`config.mk`:
```
export PLATFORM = sky130hd
export DESIGN_NAME = cpu_bus_unit_flat
export DESIGN_NICKNAME = d
export VERILOG_FILES = /design/src/rtl/cpu_bus_unit_if.sv /design/src/rtl/cpu_bus_unit.sv /design/src/flat_wrapper.sv
export SDC_FILE = /design/constraint.sdc
export NUM_CORES = 1
export LEC_CHECK = 0
export BUFFER_PORTS_ARGS = -buffer_cell sky130_fd_sc_hd__buf_2
export CAP_MARGIN = 20
export CORE_MARGIN = 8
export CORE_UTILIZATION = 45
export CTS_CLUSTER_SIZE = 25
export DETAILED_ROUTE_END_ITERATION = 8
export GPL_ROUTABILITY_DRIVEN = 0
export PLACE_DENSITY = 0.78
export SKIP_CTS_REPAIR_TIMING = 1
export SLEW_MARGIN = 20
export SYNTH_ARGS = -nofsm -noshare
export SYNTH_HDL_FRONTEND = slang
export SYNTH_SLANG_ARGS = --single-unit
```
`constraint.sdc`:
```
create_clock -name clk -period 3.6 [get_ports clk]
set_input_delay 0.18 -clock clk [delete_from_list [all_inputs] [get_ports clk]]
set_output_delay 0.18 -clock clk [all_outputs]
set_load 0.01 [all_outputs]
```
`src/rtl/cpu_bus_unit_if.sv`:
```
// Memory-side bus of cpu_bus_unit: request/ack handshake with address,
// write data and read data. The master drives the request; the slave answers.
interface cpu_bus_unit_if #(
  parameter int ADDR_W = 16,
  parameter int DATA_W = 8
);
  logic              req;
  logic              we;
  logic [ADDR_W-1:0] addr;
  logic [DATA_W-1:0] wdata;
  logic [DATA_W-1:0] rdata;
  logic              ack;

  modport master (
    output req, we, addr, wdata,
    input  rdata, ack
  );

  modport slave (
    input  req, we, addr, wdata,
    output rdata, ack
  );
endinterface

```
`src/rtl/cpu_bus_unit.sv`:
```
// Variable-latency bus unit between the control unit's bus_op stream and memory:
// req/ack handshake with wait states, optional watchdog, stall output and metrics.
module cpu_bus_unit #(
  parameter int                 ADDR_W   = 16,
  parameter int                 DATA_W   = 8,
  parameter int                 CNT_W    = 48,
  parameter int                 MAX_WAIT = 255,
  parameter logic [DATA_W-1:0]  OPEN_BUS = DATA_W'(8'hFF)
) (
  input  logic              clk,
  input  logic              rst,
  input  logic [2:0]        bus_op,
  input  logic [ADDR_W-1:0] addr,
  input  logic [DATA_W-1:0] wdata,
  output logic              stall,
  output logic [DATA_W-1:0] opcode,
  output logic [DATA_W-1:0] cb_opcode,
  output logic [DATA_W-1:0] rdata,
  output logic              timeout,
  output logic [CNT_W-1:0]  cycle_cnt,
  output logic [CNT_W-1:0]  stall_cnt,
  cpu_bus_unit_if.master    mem
);

  typedef enum logic [2:0] {
    OP_NONE  = 3'd0,
    OP_IF    = 3'd1,
    OP_READ  = 3'd2,
    OP_WRITE = 3'd3,
    OP_IF_CB = 3'd4
  } bus_op_e;

  typedef enum logic [0:0] {
    S_IDLE = 1'b0,
    S_WAIT = 1'b1
  } state_e;

  localparam int                WAIT_W    = (MAX_WAIT > 1) ? $clog2(MAX_WAIT) : 1;
  localparam logic [WAIT_W-1:0] WAIT_LAST = WAIT_W'((MAX_WAIT > 0) ? MAX_WAIT - 1 : 0);

  // Encodings 5-7 are reserved and behave exactly like NONE.
  function automatic bus_op_e decode_op(input logic [2:0] raw);
    case (raw)
      3'd1:    return OP_IF;
      3'd2:    return OP_READ;
      3'd3:    return OP_WRITE;
      3'd4:    return OP_IF_CB;
      default: return OP_NONE;
    endcase
  endfunction

  state_e            state, state_next;
  logic [WAIT_W-1:0] wait_cnt;
  bus_op_e           lat_op;
  logic [ADDR_W-1:0] lat_addr;
  logic [DATA_W-1:0] lat_wdata;

  bus_op_e           new_op;
  bus_op_e           cur_op;
  logic              capture;
  logic              complete;
  logic              abort;
  logic              watchdog_hit;
  logic [DATA_W-1:0] load_data;

  assign new_op       = decode_op(bus_op);
  assign watchdog_hit = (MAX_WAIT != 0) && (wait_cnt == WAIT_LAST);
  assign load_data    = complete ? mem.rdata : OPEN_BUS;

  // NOTE: every signal gets a default at the top of the block so no path
  // leaves one unassigned; otherwise synthesis would infer a latch.
  always_comb begin
    state_next = state;
    mem.req    = 1'b0;
    mem.we     = 1'b0;
    mem.addr   = addr;
    mem.wdata  = wdata;
    stall      = 1'b0;
    cur_op     = new_op;
    capture    = 1'b0;
    complete   = 1'b0;
    abort      = 1'b0;

    case (state)
      S_IDLE: begin
        if (new_op != OP_NONE) begin
          mem.req = 1'b1;
          mem.we  = (new_op == OP_WRITE);
          if (mem.ack) begin
            complete = 1'b1;
          end else begin
            stall      = 1'b1;
            capture    = 1'b1;
            state_next = S_WAIT;
          end
        end
      end
      S_WAIT: begin
        // Address/data come from the latched copies so they stay stable
        // no matter what the control unit presents while frozen.
        cur_op    = lat_op;
        mem.req   = 1'b1;
        mem.we    = (lat_op == OP_WRITE);
        mem.addr  = lat_addr;
        mem.wdata = lat_wdata;
        if (mem.ack) begin
          complete   = 1'b1;
          state_next = S_IDLE;
        end else if (watchdog_hit) begin
          abort      = 1'b1;
          state_next = S_IDLE;
        end else begin
          stall = 1'b1;
        end
      end
      default: state_next = S_IDLE;
    endcase

    if (rst) begin
      mem.req = 1'b0;
      mem.we  = 1'b0;
      stall   = 1'b0;
    end
  end

  // NOTE: state uses non-blocking assignments so every register samples the
  // pre-edge values of its neighbours, independent of block ordering.
  always_ff @(posedge clk) begin
    if (rst) begin
      state     <= S_IDLE;
      wait_cnt  <= '0;
      opcode    <= '0;
      cb_opcode <= '0;
      rdata     <= '0;
      timeout   <= 1'b0;
      cycle_cnt <= '0;
      stall_cnt <= '0;
    end else begin
      state     <= state_next;
      cycle_cnt <= cycle_cnt + CNT_W'(1);
      stall_cnt <= stall_cnt + CNT_W'(stall);

      if (capture) begin
        wait_cnt <= '0;
      end else if (state == S_WAIT) begin
        wait_cnt <= wait_cnt + WAIT_W'(1);
      end

      if (complete || abort) begin
        case (cur_op)
          OP_IF:    opcode    <= load_data;
          OP_IF_CB: cb_opcode <= load_data;
          OP_READ:  rdata     <= load_data;
          default:  ;
        endcase
      end

      if (abort) begin
        timeout <= 1'b1;
      end
    end
  end

  // NOTE: the transfer copy is pure datapath and is only read in WAIT, which
  // is always entered through a capture, so it needs no reset.
  always_ff @(posedge clk) begin
    if (capture) begin
      lat_op    <= new_op;
      lat_addr  <= addr;
      lat_wdata <= wdata;
    end
  end

endmodule
```
`src/flat_wrapper.sv`:
```
// flat-port wrapper written by rule: the top's interface ports become plain ports
module cpu_bus_unit_flat 
#(
  parameter int                 ADDR_W   = 16,
  parameter int                 DATA_W   = 8,
  parameter int                 CNT_W    = 48,
  parameter int                 MAX_WAIT = 255,
  parameter logic [DATA_W-1:0]  OPEN_BUS = DATA_W'(8'hFF)
)
  (clk, rst, bus_op, addr, wdata, stall, opcode, cb_opcode, rdata, timeout, cycle_cnt, stall_cnt, mem_req, mem_we, mem_addr, mem_wdata, mem_rdata, mem_ack);
  cpu_bus_unit_if #(.ADDR_W(ADDR_W), .DATA_W(DATA_W)) mem_i ();
  input  logic clk;
  input  logic rst;
  input  logic [2:0] bus_op;
  input  logic [ADDR_W-1:0] addr;
  input  logic [DATA_W-1:0] wdata;
  output logic stall;
  output logic [DATA_W-1:0] opcode;
  output logic [DATA_W-1:0] cb_opcode;
  output logic [DATA_W-1:0] rdata;
  output logic timeout;
  output logic [CNT_W-1:0] cycle_cnt;
  output logic [CNT_W-1:0] stall_cnt;
  output wire logic [$bits(mem_i.req)-1:0] mem_req;
  output wire logic [$bits(mem_i.we)-1:0] mem_we;
  output wire logic [$bits(mem_i.addr)-1:0] mem_addr;
  output wire logic [$bits(mem_i.wdata)-1:0] mem_wdata;
  input wire logic [$bits(mem_i.rdata)-1:0] mem_rdata;
  input wire logic [$bits(mem_i.ack)-1:0] mem_ack;
  assign mem_req = mem_i.req;
  assign mem_we = mem_i.we;
  assign mem_addr = mem_i.addr;
  assign mem_wdata = mem_i.wdata;
  assign mem_i.rdata = mem_rdata;
  assign mem_i.ack = mem_ack;
  cpu_bus_unit #(.ADDR_W(ADDR_W), .DATA_W(DATA_W), .CNT_W(CNT_W), .MAX_WAIT(MAX_WAIT), .OPEN_BUS(OPEN_BUS)) u_core (.clk(clk), .rst(rst), .bus_op(bus_op), .addr(addr), .wdata(wdata), .stall(stall), .opcode(opcode), .cb_opcode(cb_opcode), .rdata(rdata), .timeout(timeout), .cycle_cnt(cycle_cnt), .stall_cnt(stall_cnt), .mem(mem_i));
endmodule
```
== Yosys cells after proc, flatten, opt, wreduce, memory -nomap -nowiden ==
Index checks and enable logic that the tools add are counted.
Storage, ports and cells
  register bits after elaboration: 157
Operators by class
  $add $sub $neg: 3
  eq/ne operators: 10
  muxes and demuxes: 24
  bitwise gates (word level): 1
  reduce and logical (&&, ||, !) cells: 6
Operators by type and width (count)
  48-bit by 1-bit adder with 48-bit output: 1
  48-bit by 1-bit adder with 48-bit output (second input constant): 1
  16-bit two-way mux: 1
  8-bit two-way mux: 2
  3-bit by 2-bit == test with 1-bit output (second input constant): 5
  1-bit two-way mux: 15
  3-bit one-hot mux with 4 select lines: 1
  8-bit by 1-bit adder with 8-bit output (second input constant): 1
  8-bit == test (second input constant): 1
  1-bit one-hot mux with 2 select lines: 4
  3-bit by 1-bit == test with 1-bit output (second input constant): 2
  3-bit == test (second input constant): 2
  2-bit AND reduction: 3
  3-bit two-way mux: 1
  3-bit nonzero test: 1
  2-bit OR reduction: 1
  1-bit logical OR: 1
  1-bit NOT: 1

== Longest topological paths before layout ==
Gate-level depths: netlist of run 1.
  depth in word-level cells: 7
  mapped depth: 13
  mapped depth without buffers: 12

== Least setup slack after synthesis of run 1 ==
OpenSTA, ideal clock, no wires.
  path type: register -> register
  from: register u_core.wait_cnt[0]
  to: register u_core.stall_cnt[44]
  setup time: 0.070 ns
  arrival time: 2.883 ns
  data required time: 3.530 ns
  setup slack: 0.646 ns
  stages on the path, launching flop included: 14
  path buffers: 1
  clock period less this slack: 2.954 ns
  path through: dfxtp_1 > inv_1 > ha_1 > and3_1 > nand2_1 > nand2_1 > a21oi_1 > ha_1 > ha_1 > nand4_1 > or4_1 > clkbuf_1 > or3_1 > a21oi_1
On the way
  longest elaborated chain between the ends: 6
RTL lines
  start, declared: line cpu_bus_unit.sv:53  | logic [WAIT_W-1:0] wait_cnt;
  start signal, assigned: line cpu_bus_unit.sv:146  | wait_cnt <= wait_cnt + WAIT_W'(1);
  8-bit == test: line cpu_bus_unit.sv:67  | assign watchdog_hit = (MAX_WAIT != 0) && (wait_cnt == WAIT_LAST);
  1-bit two-way mux: line cpu_bus_unit.sv:109  | end else if (watchdog_hit) begin
  1-bit two-way mux: line cpu_bus_unit.sv:106  | if (mem.ack) begin
  1-bit one-hot mux with 2 select lines: line cpu_bus_unit.sv:84  | case (state)
  1-bit two-way mux: line cpu_bus_unit.sv:119  | if (rst) begin
  net stall: line flat_wrapper.sv:17  | output logic stall;
  48-bit by 1-bit adder with 48-bit output: line cpu_bus_unit.sv:141  | stall_cnt <= stall_cnt + CNT_W'(stall);
  end signal, assigned: line cpu_bus_unit.sv:141
  end, declared: line cpu_bus_unit.sv:21  | output logic [CNT_W-1:0] stall_cnt,
The timed path passes the listed nets, and every way through them passes these cells.
A chain may end at the register's enable or synchronous reset.

== Worst setup path in the final report of run 1 ==
  from: register u_core.wait_cnt[0]
  to: register u_core.stall_cnt[46]
On the way
  longest elaborated chain between the ends: 6
RTL lines (line)
  8-bit == test: cpu_bus_unit.sv:67
  1-bit two-way mux: cpu_bus_unit.sv:109
  1-bit two-way mux: cpu_bus_unit.sv:106
  1-bit one-hot mux with 2 select lines: cpu_bus_unit.sv:84
  1-bit two-way mux: cpu_bus_unit.sv:119
  48-bit by 1-bit adder with 48-bit output: cpu_bus_unit.sv:141
No other way between the ends.

==> results of run 1 <==
==> cell families (layout without fill, tap and decap cells) <==
group | Yosys count | in the layout | share of synthesized area (%)
and+or+nand+nor | 301 | 301 | 23.1
DFF | 157 | 157 | 50.5
AOI/OAI and AO/OA | 110 | 110 | 9.24
xor gates and xnor gates | 73 | 73 | 9.46
buffers and inverters | 47 | 257 | 2.65
muxes | 25 | 25 | 4.17
adders and majority gates | 5 | 5 | 0.926
==> metal layers <==
metal / vias up / routed length, um / global-route usage [%]
li1: 2971 / - / -
met1: 2834 / 8000 / 21.8
met5: - / 0 / 0
met2: 159 / 8840 / 29.1
met3: 11 / 1160 / 6.03
met4: 0 / 131 / 4.12
==> report_power, final <==
group	total (W)	internal [W]	switching [W]
combinational	0.000246	0.000104	0.000142
clock	0.00196	0.00125	0.000710
sequential	0.00184	0.00182	0.0000170
total	0.00405	0.00318	0.000870
==> worst max-delay path, cell delays in order (launching register included) <==
cell and delay, ns:
dfxtp_1 0.38, inv_1 0.06, ha_1 0.19, and3_1 0.19, nand2_1 0.07, nand2_1 0.05
a21oi_1 0.23, ha_1 0.30, ha_1 0.26, nand4_1 0.23, or4_1 0.63, or4_1 0.45
a21oi_1 0.14
==> synth_stat cells <==
library cell and n:
nor2b_1 6, edfxtp_1 27, nand4_1 29, nand4bb_1 1, nor4_1 10, mux2_2 25
buf_2 2, and2_1 6, o21ai_0 25, dfxtp_1 130, ha_1 5, nor2_1 91
nand4_2 1, or4_1 7, nand3_1 42, nor4bb_1 1, nor3b_1 3, and4_1 10
xnor2_1 27, or2_2 2, a21o_1 1, buf_1 2, nand2b_1 1, o31ai_1 2
xor2_1 46, a211oi_1 25, and3_1 11, nor3_1 17, a22o_1 1, clkbuf_1 32
nand4b_1 1, o21ai_1 2, nand3b_1 1, nand2_1 32, a21oi_1 54, or3_1 29
inv_1 11
==> state kept, by name, indices dropped and copies added (netlist names) <==
register,count
u_core.rdata,8
u_core.opcode,8
u_core.wait_cnt,8
u_core.cycle_cnt,48
u_core.lat_wdata,8
u_core.timeout,1
u_core.lat_addr,16
u_core.stall_cnt,48
u_core.state,1
u_core.lat_op,3
u_core.cb_opcode,8
==> path summary, 6_finish.rpt <==
path                                                        end  cells after the start
worst min-delay path                 u_core.lat_op[1]$_DFFE_PP_                      2
worst min register to register      u_core.timeout$_SDFFE_PP0P_                      2
worst max-delay path            u_core.stall_cnt[46]$_SDFF_PP0_                     12
worst max register to register  u_core.stall_cnt[46]$_SDFF_PP0_                     12
==> cell usage in the layout (no fill, tap or decap), drive strengths merged, types with 27 or more instances in the layout <==
cell and n:
nor2 91, xor2 46, o21ai 27, dfxtp 130, or3 29, a21oi 54
buf 190, xnor2 27, edfxtp 27, nand3 42, nand4 30, nand2 32
==> per-stage QoR <==
step | instance area, um^2 | hold slack [ns] | utilization, % | instances
after global placement | 7820 | 0.368 | 53.6 | 1056
after global routing | 8710 | 0.121 | 59.7 | 1112
after detailed placement | 7820 | 0.372 | 53.6 | 1056
after CTS | 8470 | -0.0643 | 58.1 | 1088
final | 8710 | 0.140 | 59.7 | 1112
after floorplan | 6760 | 0.279 | - | 718
==> final cells by class <==
cell class | count | area [um^2] | share of cell area [%]
multi-input combinational | 514 | 3170 | 36.3
sequential | 157 | 3410 | 39.2
tap | 184 | 230 | 2.64
timing repair buffer | 214 | 1210 | 13.8
clock inverter | 14 | 215 | 2.47
inverter | 11 | 41.3 | 0.474
clock buffer | 18 | 439 | 5.04
==> results.json, run 1 <==
{
  "outcome": "finished, final reports clean",
  "pre_cts_slack_ns": 0.324,
  "grt_pass1_wl_mm": 28.7,
  "vias": 5975,
  "drc_errors": 0,
  "diodes": 0,
  "start_util_pct": 46.3,
  "routed_via_density": 5.37,
  "die_x_um": 139,
  "synth-seq-cells": 157,
  "insertion_delay_ns": 0.41,
  "seq_area_frac_synth_pct": 50.5,
  "synth_cell_type_count": 37,
  "area_growth_pct": 28.9,
  "syn-cell-area_um2": 6760,
  "avgRoutedWirePerCell_um": 16.3,
  "io_buffers": 185,
  "dieArea_um2": 19200,
  "cts_root_buffer": "clkbuf_16",
  "io_pins": 186,
  "setup_ws_ns": 0.346,
  "finalCritPeriodShare_pct": 90.4,
  "htree_levels": 4,
  "hold_path_class": "in2reg",
  "antenna_found_initial": 0,
  "max_freq_ghz": 0.307,
  "critPathKind": "reg2reg",
  "critPathMaxFanout": 11,
  "ys_top_cells_by_area": "dfxtp_1, edfxtp_1, xor2_1",
  "coreArea_um2": 14600,
  "slew_viol_final": 0,
  "drt_wl_total_mm": 18.1,
  "path_clk_slew_ns": 0.06,
  "worst_pin_slew_ns": 1.00,
  "power.total_w": 0.00405,
  "drive_gt1_share_pct": 26.7,
  "grt_max_degree": 71,
  "period_needed_ns": 3.25,
  "postRouteAntennaNets": 0,
  "start_kind": "flop",
  "dr.first_iter.drc_count": 313,
  "clock_path_buffers": 2,
  "cts_tree": "built",
  "clock_skew_ns": 0.00991,
  "reg2reg_from": "u_core.wait_cnt[0]$_SDFFE_PP0P_",
  "yosysTopAreaCell": "dfxtp_1",
  "die_h_um": 139,
  "hold_viol_final": 0,
  "required_ns": 3.94,
  "setup_viol": 0,
  "floorplan.rows": 44,
  "syn-instance-count": 718,
  "num-fill-cells": 1239,
  "avgSynthCellArea_um2": 9.41,
  "dp_hpwl_mm": 12.5,
  "crit_start": "u_core.wait_cnt[0]$_SDFFE_PP0P_",
  "p_per_area_nw_per_um2": 464,
  "synth_nets": 761,
  "slew_headroom_pct": 33.0,
  "clock_sinks": 157,
  "endpoint_kind": "flop",
  "r2r_slack_ns": 0.35,
  "arrival_ns": 3.59,
  "yosysWarningCount": 0,
  "grt_setup_unrepaired": "no",
  "grt_pass1_vias": 5644,
  "numCtsBuffers": 17,
  "grt_overflow": 0,
  "ir_worst_vdd_uv": 390,
  "p_leak_nw": 3.46,
  "synth_top_area_share_pct": 38.5,
  "grtUsageTotal_pct": 17.7,
  "drv_cap": 0,
  "holdCritStartpoint": "bus_op[2]",
  "tns_ns": 0,
  "drtPass1Iterations": 5,
  "final_nets": 958
}
No activity file was read; power rests on OpenSTA's default activity.
==> run 2: changes to the inputs <==
CELL_PAD_IN_SITES_DETAIL_PLACEMENT = 2   (was unset)
CELL_PAD_IN_SITES_GLOBAL_PLACEMENT = 2   (was unset)
CORE_UTILIZATION = 31   (was 45)
PLACE_DENSITY = 0.87   (was 0.78)
==> run 2 against run 1 <==
  * Combinational power increased by 9.3%
  * Clock power barely moved
  * Hold slack lost 0.0068 ns
  * Critical path depth stayed put
  * Routed wire length up 39%
  * Final cell count is 8.8% higher
  * Register-to-register slack got worse by 0.06 ns
  * Worst setup slack worse by 0.057 ns
  * Clock skew is 0.012 ns higher
  * First-iteration DRC count down 18%
  * Non-clock buffer count grew 2
  * Fmax fell by 1.7%
  * Critical endpoint unchanged
  * Largest cell class unchanged
==> results.json, run 2 (same netlist as run 1, synthesis figures left out) <==
{
  "outcome": "finished, final reports clean",
  "layout_common_cells": "buf_2, dfxtp_1, nor2_1",
  "cts_tree": "built",
  "die_x_um": 164,
  "coreArea_um2": 21600,
  "grtUsageTotal_pct": 16.9,
  "antenna_found_initial": 0,
  "r2r_slack_ns": 0.29,
  "dieArea_um2": 26800,
  "reg_top3": "u_core.cycle_cnt (48), u_core.stall_cnt (48), u_core.lat_addr (16)",
  "slew_viol_final": 0,
  "dr.first_iter.drc_count": 256,
  "p_sw_w": 0.000998,
  "holdCritStartpoint": "bus_op[0]",
  "intPower_w": 0.00304,
  "numPlacedInstances": 1153,
  "start_util_pct": 31.3,
  "drt_wl_total_mm": 25.2,
  "period_needed_ns": 3.31,
  "diodes": 0,
  "area_growth_pct": 30.4,
  "num-fill-cells": 2388,
  "seqCellArea_um2": 3410,
  "drtPass1Iterations": 4,
  "crit_start": "u_core.wait_cnt[0]$_SDFFE_PP0P_",
  "htree_levels": 4,
  "required_ns": 3.95,
  "worst_pin_slew_ns": 1.10,
  "pre_cts_slack_ns": 0.208,
  "cts_root_buffer": "clkbuf_16",
  "clock_sinks": 157,
  "min_to": "u_core.lat_op[2]$_DFFE_PP_",
  "grt_pass1_wl_mm": 36.3,
  "clock_path_buffers": 2,
  "hold_viol_final": 0,
  "layout.cells.non_filler": 1210,
  "grt_setup_unrepaired": "no",
  "setup_viol": 0,
  "avgRoutedWirePerCell_um": 20.9,
  "p_per_area_nw_per_um2": 458,
  "critPathMaxFanout": 11,
  "routed_via_density": 5.20,
  "floorplan.rows": 54,
  "worst_r2r_endpoint": "u_core.stall_cnt[46]$_SDFF_PP0_",
  "swShare_pct": 24.7,
  "vias": 6294,
  "whs_path_depth": 2,
  "multi_input_area_um2": 3170,
  "ir_worst_vdd_uv": 270,
  "die_h_um": 164,
  "io_pins": 186,
  "r2r_cells": 12,
  "critPathKind": "reg2reg",
  "p_comb_share_pct": 6.7,
  "power_frac_seq_pct": 45.6,
  "reg2reg_from": "u_core.wait_cnt[0]$_SDFFE_PP0P_",
  "finalCritPeriodShare_pct": 92.0,
  "start_kind": "flop",
  "postRouteAntennaNets": 0,
  "power.total_w": 0.00404,
  "grt_max_degree": 88,
  "path_clk_slew_ns": 0.08,
  "drive_gt1_share_pct": 27.1,
  "insertion_delay_ns": 0.43,
  "p_leak_nw": 3.46,
  "drv_cap": 0,
  "grt_overflow": 0,
  "endpoint_kind": "flop",
  "tns_ns": 0,
  "p_clk_share_pct": 47.7,
  "hold_path_class": "in2reg",
  "final_common_cell": "buf_2",
  "max_freq_ghz": 0.302,
  "numCtsBuffers": 17,
  "fin_hold_ws_ns": 0.133,
  "slew_headroom_pct": 26.4,
  "arrival_ns": 3.66,
  "grt_pass1_vias": 6656,
  "final_nets": 960,
  "setup_ws_ns": 0.289,
  "drc_errors": 0,
  "dp_hpwl_mm": 16.7,
  "io_buffers": 185,
  "clock_skew_ns": 0.0218
}
[run 2: cell count changes in the layout (fill, tap and decap cells not counted)]
cell        change
or4_4           +1
clkinv_2        +1
inv_6           +2
or4_1           -1
clkinvlp_4      +1
buf_8           +1
buf_4           +1
inv_8           +2
clkinv_1        -2
clkbuf_1        +1
clkbuf_8        -1
bufinv_16       -2
clkinv_4        -2
[run 2: worst max path at each step]
stage	endpoint	slack (ns)	cells past startpoint
2_1_floorplan	u_core.stall_cnt[44]$_SDFF_PP0_	0.65	13
3_3_place_gp	u_core.stall_cnt[46]$_SDFF_PP0_	0.37	12
3_5_place_dp	u_core.stall_cnt[46]$_SDFF_PP0_	0.21	12
4_1_cts	u_core.stall_cnt[46]$_SDFF_PP0_	0.17	12
5_1_grt	u_core.stall_cnt[46]$_SDFF_PP0_	0.04	12
6_report	u_core.stall_cnt[46]$_SDFF_PP0_	0.29	12
[run 2: layer usage]
metal	vias to the layer above	share of wire [%]	global-route usage, %	wire, um
li1	2953	-	-	-
met1	3169	41	19.1	10400
met2	139	53	30.6	13400
met3	33	3.8	4.26	964
met4	0	2.0	5.12	510
met5	-	0	0	0
[run 2: power groups by stage]
stage	Sequential [W]	Combinational [W]	Clock (W)
finish	0.00184	0.000269	0.00193
CTS	0.00184	0.000239	0.00195
global route	0.00184	0.000289	0.00205
global placement	0.00187	0.000226	0
detailed placement	0.00188	0.000237	0
floorplan	0.00188	0.000126	0
[run 2: final cells by class]
type	instances	area share, %
Sequential cell	157	38.7
Timing Repair Buffer	216	13.9
Multi-Input combinational cell	514	36.0
Clock inverter	14	2.07
Clock buffer	18	4.87
Inverter	11	0.468
Tap cell	280	3.97
[run 2: through the flow]
stage          area [um^2]  utilization (%)
2_1_floorplan         6760                -
3_5_place_dp          7940             36.7
6_report              8810             40.8
4_1_cts               8560             39.6
3_3_place_gp          7940             36.7
5_1_grt               8810             40.8
[run 2: critical path: stages (launching register included)]
cell and delay, ns:
dfxtp_1 0.39, inv_1 0.06, ha_1 0.19, and3_1 0.21, nand2_1 0.08, nand2_1 0.06
a21oi_1 0.24, ha_1 0.34, ha_1 0.28, nand4_1 0.27, or4_4 0.57, or4_1 0.42
a21oi_1 0.15
==> run 3: changes to the inputs <==
REMOVE_ABC_BUFFERS = 1   (was unset)
==> run 3 against run 2 <==
  * Register-to-register slack about the same
  * Clock power up 5%
  * Final cell count about the same
  * Clock skew down 0.0081 ns
==> results.json, run 3 (same netlist as run 1, synthesis figures left out) <==
{
  "io_pins": 186,
  "critPathMaxStageDelay_ns": 0.49,
  "ir_worst_vdd_uv": 262,
  "grtUsageTotal_pct": 16.3,
  "crit_top_cell": "ha_1",
  "path_clk_slew_ns": 0.07,
  "tns_ns": 0,
  "p_leak_nw": 3.49,
  "whs_path_depth": 2,
  "min_to": "u_core.state$_DFF_P_",
  "fin_hold_ws_ns": 0.0285,
  "period_needed_ns": 3.30,
  "clock_path_buffers": 2,
  "reg2reg_from": "u_core.wait_cnt[0]$_SDFFE_PP0P_",
  "r2r_cells": 13,
  "reg_top3": "u_core.cycle_cnt (48), u_core.stall_cnt (48), u_core.lat_addr (16)",
  "start_util_pct": 31.3,
  "dieArea_um2": 26800,
  "grt_overflow": 0,
  "critPathKind": "reg2reg",
  "insertion_delay_ns": 0.42,
  "drive_gt1_share_pct": 27.0,
  "finalCritPeriodShare_pct": 91.6,
  "cts_tree": "built",
  "grt_setup_unrepaired": "no",
  "grt_pass1_vias": 6415,
  "coreArea_um2": 21600,
  "dp_hpwl_mm": 16.2,
  "vias": 6230,
  "required_ns": 3.95,
  "io_buffers": 185,
  "final_nets": 961,
  "worst_pin_slew_ns": 1.14,
  "max_freq_ghz": 0.303,
  "cts_root_buffer": "clkbuf_16",
  "drt_wl_total_mm": 23.5,
  "path_buf_inv": 2,
  "worst_r2r_endpoint": "u_core.stall_cnt[46]$_SDFF_PP0_",
  "drv_cap": 0,
  "area_growth_pct": 31.1,
  "layout_common_cells": "buf_2, dfxtp_1, nor2_1",
  "outcome": "finished, final reports clean",
  "endpoint_kind": "flop",
  "die_h_um": 164,
  "hold_path_class": "in2reg",
  "grt_pass1_wl_mm": 35.1,
  "drc_errors": 0,
  "grt_max_degree": 66,
  "clock_skew_ns": 0.0137,
  "diodes": 0,
  "htree_levels": 4,
  "postRouteAntennaNets": 0,
  "floorplan.rows": 54,
  "critPathTopFamily": "simple AND/OR/NAND/NOR gates",
  "start_kind": "flop",
  "slew_viol_final": 0,
  "critPathMaxFanout": 11,
  "hold_viol_final": 0,
  "num-fill-cells": 2416,
  "arrival_ns": 3.64,
  "die_x_um": 164,
  "drtPass1Iterations": 4,
  "slew_headroom_pct": 23.8,
  "holdCritStartpoint": "rst",
  "routed_via_density": 5.14,
  "setup_viol": 0,
  "antenna_found_initial": 1,
  "avgRoutedWirePerCell_um": 19.4,
  "final_util_pct": 41.0,
  "numCtsBuffers": 17,
  "final_common_cell": "buf_2",
  "clock_sinks": 157,
  "r2r_slack_ns": 0.30,
  "power.total_w": 0.00413,
  "path_cells": "inv_1 -> ha_1 -> and3_1 -> nand2_1 -> nand2_1 -> a21oi_1 -> ha_1 -> ha_1 -> nand4_1 -> buf_4 -> or4_4 -> or4_1 -> a21oi_1",
  "cpMaxStageDelayCell": "or4_4",
  "dr.first_iter.drc_count": 200,
  "p_per_area_nw_per_um2": 466
}
run 3: final cells by class:
cell class	instances	area [um^2]	share of cell area, %
Timing Repair Buffer	217	1230	13.9
Clock buffer	21	483	5.45
Inverter	11	41.3	0.466
Multi-Input combinational cell	514	3170	35.8
Sequential cell	157	3410	38.5
Tap cell	280	350	3.95
Clock inverter	11	175	1.98
run 3: how the worst max path moves through the flow:
| stage | startpoint | to | slack, ns | cells after the start |
|---|---|---|---|---|
| floorplan | u_core.state$_DFF_P_ | u_core.stall_cnt[46]$_SDFF_PP0_ | 0.09 | 9 |
| global placement | u_core.wait_cnt[0]$_SDFFE_PP0P_ | u_core.stall_cnt[46]$_SDFF_PP0_ | 0.26 | 12 |
| detailed placement | u_core.wait_cnt[0]$_SDFFE_PP0P_ | u_core.stall_cnt[46]$_SDFF_PP0_ | 0.09 | 12 |
| CTS | u_core.wait_cnt[0]$_SDFFE_PP0P_ | u_core.stall_cnt[46]$_SDFF_PP0_ | 0.05 | 12 |
| global route | u_core.wait_cnt[0]$_SDFFE_PP0P_ | u_core.stall_cnt[46]$_SDFF_PP0_ | 0.11 | 13 |
| finish | u_core.wait_cnt[0]$_SDFFE_PP0P_ | u_core.stall_cnt[46]$_SDFF_PP0_ | 0.30 | 13 |
run 3: per-stage QoR:
stage	worst slack [ns]	area (um^2)	cells
6_report	0.301	8860	1211
5_1_grt	0.113	8860	1211
4_1_cts	0.0466	8600	1185
3_5_place_dp	0.0887	7940	1153
3_3_place_gp	0.261	7940	1153
2_1_floorplan	0.0862	6620	682
run 3: report_power, final:
part	switching, W	internal, W	total (W)
clock network	0.000776	0.00126	0.00203
logic	0.000157	0.000105	0.000261
registers	0.0000184	0.00182	0.00184
total	0.000951	0.00318	0.00413
run 3: metal layers:
| layer | global-route usage, % | up-vias | wire length [um] |
|---|---|---|---|
| met5 | 0 | - | 13 |
| met4 | 5.17 | 2 | 288 |
| met3 | 5.49 | 17 | 1600 |
| met2 | 26.8 | 167 | 11400 |
| met1 | 19.7 | 3079 | 10200 |
| li1 | - | 2965 | - |
